`src/rtl/ram_controller.sv`:
```
// ram_controller: write-buffered memory stage with read forwarding in front of a synchronous RAM.
module ram_controller #(
    parameter int ADDR_W   = 8,
    parameter int DATA_W   = 8,
    parameter int WB_DEPTH = 4,
    parameter int RAM_LAT  = 1
) (
    input  logic              clock,
    input  logic              resetn,
    input  logic              req_valid,
    output logic              req_ready,
    input  logic              req_we,
    input  logic [ADDR_W-1:0] req_addr,
    input  logic [DATA_W-1:0] req_wdata,
    output logic              rsp_valid,
    output logic [DATA_W-1:0] rsp_data,
    output logic [ADDR_W-1:0] ram_addr,
    output logic [DATA_W-1:0] ram_wdata,
    output logic              ram_wren,
    input  logic [DATA_W-1:0] ram_q
);
    localparam int PW = $clog2(WB_DEPTH);
    localparam int CW = $clog2(WB_DEPTH + 1);
    localparam int LW = $clog2(RAM_LAT + 1);
    typedef enum logic {IDLE, RD_WAIT} state_t;
    state_t state, state_nx;
    logic [ADDR_W-1:0] wb_addr [WB_DEPTH];
    logic [DATA_W-1:0] wb_data [WB_DEPTH];
    logic [PW-1:0] head, tail;
    logic [CW-1:0] count;
    logic [LW-1:0] cnt;
    logic wb_full, accept, rd_acc, wr_acc, hit, drain;
    logic [DATA_W-1:0] hit_data;
    assign wb_full   = count == CW'(WB_DEPTH);
    assign req_ready = state == IDLE && !wb_full && resetn;
    assign accept    = req_valid && req_ready;
    assign rd_acc    = accept && !req_we;
    assign wr_acc    = accept && req_we;
    assign drain     = state == IDLE && count != '0 && !rd_acc;
    // walk oldest to youngest so the last match wins
    always_comb begin
        hit      = 1'b0;
        hit_data = '0;
        for (int i = 0; i < WB_DEPTH; i++)
            if (CW'(i) < count && wb_addr[head + PW'(i)] == req_addr) begin
                hit      = 1'b1;
                hit_data = wb_data[head + PW'(i)];
            end
    end
    always_comb begin
        state_nx = state;
        if (state == IDLE && rd_acc && !hit) state_nx = RD_WAIT;
        if (state == RD_WAIT && cnt == '0) state_nx = IDLE;
    end
    always_ff @(posedge clock)
        if (wr_acc) begin
            wb_addr[tail] <= req_addr;
            wb_data[tail] <= req_wdata;
        end
    always_ff @(posedge clock or negedge resetn)
        if (!resetn) begin
            state     <= IDLE;
            head      <= '0;
            tail      <= '0;
            count     <= '0;
            cnt       <= '0;
            rsp_valid <= 1'b0;
            rsp_data  <= '0;
            ram_addr  <= '0;
            ram_wdata <= '0;
            ram_wren  <= 1'b0;
        end else begin
            state     <= state_nx;
            rsp_valid <= 1'b0;
            ram_wren  <= 1'b0;
            count     <= count + CW'(wr_acc) - CW'(drain);
            if (wr_acc) tail <= tail + 1'b1;
            if (drain) begin
                head      <= head + 1'b1;
                ram_addr  <= wb_addr[head];
                ram_wdata <= wb_data[head];
                ram_wren  <= 1'b1;
            end
            if (rd_acc && hit) begin
                rsp_valid <= 1'b1;
                rsp_data  <= hit_data;
            end
            if (rd_acc && !hit) begin
                ram_addr <= req_addr;
                cnt      <= LW'(RAM_LAT);
            end
            if (state == RD_WAIT) begin
                if (cnt == '0) begin
                    rsp_valid <= 1'b1;
                    rsp_data  <= ram_q;
                end else cnt <= cnt - 1'b1;
            end
        end
endmodule
```
`config.mk`:
```
export PLATFORM = sky130hd
export DESIGN_NAME = ram_controller
export DESIGN_NICKNAME = d
export VERILOG_FILES = /design/src/rtl/ram_controller.sv
export SDC_FILE = /design/constraint.sdc
export NUM_CORES = 1
export LEC_CHECK = 0
export BUFFER_PORTS_ARGS = -buffer_cell sky130_fd_sc_hd__buf_2
export CAP_MARGIN = 20
export CORE_MARGIN = 10
export CORE_UTILIZATION = 50
export CTS_BUF_LIST = sky130_fd_sc_hd__clkbuf_4 sky130_fd_sc_hd__clkbuf_8
export DETAILED_ROUTE_END_ITERATION = 10
export PLACE_DENSITY_LB_ADDON = 0.12
export SLEW_MARGIN = 5
export SYNTH_ARGS = -nofsm -noshare
export SYNTH_HDL_FRONTEND = slang
export SYNTH_SLANG_ARGS = --single-unit
```
`constraint.sdc`:
```
create_clock -name clock -period 3.79 [get_ports clock]
set_input_delay 0.5685 -clock clock [delete_from_list [all_inputs] [get_ports clock]]
set_output_delay 0.5685 -clock clock [all_outputs]
set_load 0.02 [all_outputs]
```
# Yosys cells after proc, flatten, opt, wreduce, memory -nomap -nowiden
# Memory sizes are Yosys's and may differ from the RTL's.
# Index checks and enable logic that the tools add are counted.
# totals
register_bits	35
in_bits	28
mem_count	2
ram_bits	64
out_inout_bits	27
# op_classes
order_cmp	4
n_addsub	7
bitwise	2
mux	24
reduce_logical	23
eq_ne	5
# mem_list
memory	depth	width	read_ports	rd_ports_with_merged_regs	write_ports	line	rtl
wb_addr	4	8	4	0	1	27	logic [ADDR_W-1:0] wb_addr [WB_DEPTH];
wb_data	4	8	4	0	1	28	logic [DATA_W-1:0] wb_data [WB_DEPTH];
# op_table
op	n
two-way mux 8 bit	9
equality test 8 bit	4
logical AND 1 bit	16
two-way mux 1 bit	15
< comparator 1 x 3 -> 1 bit (first input constant)	2
< comparator 2 x 3 -> 1 bit (first input constant)	2
adder 2 x 1 -> 2 bit (second input constant)	2
adder 2 bit (second input constant)	2
zero test 1 bit	4
nonzero test 2 bit	2
adder 3 x 1 -> 3 bit	1
equality test 3 bit (second input constant)	1
nonzero test 3 bit	1
subtractor 3 x 1 -> 3 bit	1
NOT 1 bit	2
subtractor 1 bit (second input constant)	1

# Depth between registers and ports, before layout
# An unclocked memory read counts as a cell.
# depth
ltp_word	12
mapped_depth	13
mapped_depth_nobuf	12

# Least setup slack after synthesis
# Ideal clock, no wire load.
# synth_timing
path_kind	input port to flip-flop
start	in resetn
end	reg count[2]
path_buffers	0
stages	12
setup_time_ps	122
path_slack_ps	756
t_arrival_ps	2913
cell_sequence	inv_1 > a311oi_1 > nand2_1 > nor2_1 > or3_1 > clkinv_1 > ha_1 > inv_1 > ha_1 > inv_1 > fa_1 > xor2_1
# synth_between
elab_chain_cells	6
# synth_rtl
element	line	rtl
start: declaration	9	input logic resetn,
logical AND 1 bit	35	assign req_ready = state == IDLE && !wb_full && resetn;
named net req_ready	11	output logic req_ready,
logical AND 1 bit	36	assign accept = req_valid && req_ready;
logical AND 1 bit	37	assign rd_acc = accept && !req_we;
zero test 1 bit	39	assign drain = state == IDLE && count != '0 && !rd_acc;
logical AND 1 bit	39	
named net drain	32	logic wb_full, accept, rd_acc, wr_acc, hit, drain;
subtractor 3 x 1 -> 3 bit	76	count <= count + CW'(wr_acc) - CW'(drain);
end signal: assignment	76	
end: declaration	30	logic [CW-1:0] count;
# The timed path passes the listed nets, and every way through them passes these cells.
# A chain may end at the register's enable or synchronous reset.

# Worst setup path in the final report
# layout_timing
start	reg head[0]
end	reg rsp_data[4]
# layout_between
elab_chain_cells	11
# layout_rtl
element	line	rtl
start: declaration	29	logic [PW-1:0] head, tail;
start signal: assignment	79	head <= head + 1'b1;
adder 2 x 1 -> 2 bit or memory (4 x 8 bit) (tied branches)	-	
memory (4 x 8 bit) or equality test 8 bit (tied branches)	-	
equality test 8 bit or logical AND 1 bit (tied branches)	45	if (CW'(i) < count && wb_addr[head + PW'(i)] == req_addr) begin
logical AND 1 bit or two-way mux 1 bit (tied branches)	45	
two-way mux 1 bit (3 in series)	45	
logical AND 1 bit	84	if (rd_acc && hit) begin
two-way mux 8 bit (*)	84	
two-way mux 8 bit	93	if (cnt == '0) begin
two-way mux 8 bit (*)	92	if (state == RD_WAIT) begin
end signal: assignment	86	rsp_data <= hit_data;
end signal: assignment	95	rsp_data <= ram_q;
end: declaration	16	output logic [DATA_W-1:0] rsp_data,
# Mark *: on every way between the ends. The rest lies on a longest branch, timed or not.

==> results.toml <==
[run_status]
status = "completed"

[layout]
drive_gt1_frac = 0.224
seq_area_sq_um = 2800
syn2layout_area_growth_pct = 9.02
multi_input_area_sq_um = 2920
nFillCells = 982
antenna_cells = 0
fin_nets = 573
final_core_util = 0.566
final_area_sq_um = 6550

[timing]
fin_setup_tns_ps = 0
tightest_slew_ps = 1060
hold_viol_final = 0
skew_ps = 9.45
setup_viol = 0
rsz0062_at_grt = "no"
max_freq_mhz = 285
fin_crit_sh = 0.927
max-slew-margin-rel = 0.293
drv_slew = 0
period_needed_ps = 3510

[clock_network]
htreeDepth = 3
clk_latency_ps = 380
post-cts-setup-buffer-count = 0
cts_tree = "built"
clock_path_buffers = 2
cts_root_buffer = "clkbuf_8"
numCtsBuffers = 9
clk_pin_slew_ps = 100
cts.sinks = 99

[yosys]
yosys_warnings = 0
synth_top_family_by_area = "multiplexers"
syn_avg_cell_area_sq_um = 12.0
syn-instance-count = 501
synth-simple-area-share = 0.0905
synthTopCellsByCount = "64 x edfxtp_1, 47 x mux2i_1, 35 x dfrtp_1, 33 x nand2_1, 21 x xor2_1"
synth_compound_area_frac = 0.150
synth_seq_area_share = 0.466
yosys-top-cells-area = "edfxtp_1 32%, dfrtp_1 15%, mux2i_1 7.8%"
synth_fa_ha_area_frac = 0.0200
ys_seq_elements = 99
synth-xor-area-share = 0.0569
syn_area_sq_um = 6000
yosysMostFrequentCell = "edfxtp_1"
ys.flop_type = "edfxtp_1"
yosys.area.top_type = "edfxtp_1"
syn_nets = 538
ys_async_sr_fraction = 0.354
synthMuxAreaShare = 0.169
yosys.area.top_type_share = 0.320
synth_cell_types = 72
synth_edf_count = 64

[place]
globalplace.congestion = 0.887
port_buffers = 54
placedInstanceArea_sq_um = 6340
hpwlAfterDp_microns = 10300

[setup_path]
crit_slowest_cell = "dfrtp_2"
crit_type = "reg2reg"
cp-end-kind = "flip-flop"
crit_arrival_ps = 3840
rrSetupSlack_ps = 280
start_kind = "flip-flop"
worst_r2r_path_depth = 9
path_buf_inv = 1
reg2reg_from = "head[0]"
path_max_fanout = 26
path_cells = "mux4_1 > xor2_1 > nor4_4 > and2_1 > buf_4 > or4b_1 > a32o_1 > o211ai_1 > a221o_1"
required_ps = 4120
timing.rr.end = "rsp_data[4]"
cp_slowest_stage_delay_ps = 770
critPathTopFamily = "simple AND/OR/NAND/NOR gates"

[route]
detail-route-antenna-nets = 0
wl_per_cell_microns = 20.8
dr.pass1.iters = 5
wirelength_microns = 14300
viasPerCell = 6.14
drt-initial-drc-count = 304
remaining_drc_errors = 0
via_count = 4197

[die]
rows = 39
ios = 55
die_y_microns = 130
start_util = 0.519
die_area_sq_um = 16800
core-area_sq_um = 11600
die_w_microns = 130

[pwr]
ir_drop_uv = 383
p_per_area_nw_per_um2 = 727
leakagePower_nw = 2.54

[global_routing]
grt_pass1_vias = 3973
grt_start_max_net_pins = 56
antenna_found_initial = 0
grt_pass1_wl_microns = 22300
grt_usage = 0.173
gr-total-overflow = 0

[min_path]
hp-class = "in2async"

[flow_run]
cap_violations = 0
## final cells by class
class	count	area share
inverter	20	0.0115
tap	143	0.0273
clock buffer	10	0.0201
sequential	99	0.428
timing repair buffer	65	0.0564
clock inverter	6	0.0101
multi-input combinational	341	0.446
## flip-flops by register name (all words and copies together), names as in the netlist
| register | cells |
|---|---|
| ram_wren | 1 |
| cnt | 1 |
| wb_data | 32 |
| rsp_valid | 1 |
| ram_addr | 8 |
| ram_wdata | 8 |
| tail | 2 |
| head | 2 |
| state | 1 |
| count | 3 |
| wb_addr | 32 |
| rsp_data | 8 |
## where the power goes
group,switching [mW],internal [mW]
clock network,0.365,0.312
registers,0.243,1.38
logic,1.39,1.06
## what timing repair did
action / 4_1_cts / 5_1_grt
endpoints found under the hold margin: 0 / 0
hold buffers: 0 / 0
setup endpoints to repair: 0 / 8
gates resized for setup: 0 / 1
## placed cells by master (no fill, tap or decap), drive strengths merged, types with 4 or more instances in the layout
cell     instances
o2111ai          9
nor4             5
o41ai            4
a221o           12
xnor2           18
mux2            18
nor3             5
clkbuf          10
a211o            9
inv             19
buf             65
edfxtp          64
ha               8
and2             8
a211oi           6
nor2            18
dfrtp           35
o21ai           18
a2111oi          4
xor2            21
mux2i           47
a221oi           4
a21oi           19
nor2b           10
a31oi           10
mux4            14
nand2           33
## through the flow
step	setup WS (ps)	instances	power [mW]	hold WS [ps]
floorplan	756	501	3.52	273
global placement	277	668	4.05	458
detailed placement	176	668	4.09	469
CTS	168	684	4.77	224
global route	94.1	684	5.09	254
finish	278	684	4.76	227
## kinds of logic after synthesis
group	Yosys count
compound gates	115
simple gates	99
flops	99
mux	79
buf+inv	61
xor+xnor	39
fa+ha+maj	9
## layer usage
| layer | vias up | global-route usage | wire length (microns) |
|---|---|---|---|
| met5 | - | 0 | 0 |
| met2 | 150 | 0.243 | 6010 |
| met3 | 10 | 0.0408 | 1130 |
| met1 | 2046 | 0.257 | 6960 |
| met4 | 0 | 0.0529 | 151 |
| li1 | 1991 | - | - |
## worst max-delay path by stage
stage | from | to | cells after the start
3_5_place_dp | head[0] | ram_addr[6] | 9
6_report | head[0] | rsp_data[4] | 9
2_1_floorplan | resetn | count[2] | 12
4_1_cts | head[0] | ram_addr[6] | 9
5_1_grt | head[0] | rsp_data[4] | 9
3_3_place_gp | head[0] | ram_addr[6] | 9
No activity file was read; power rests on OpenSTA's default activity.
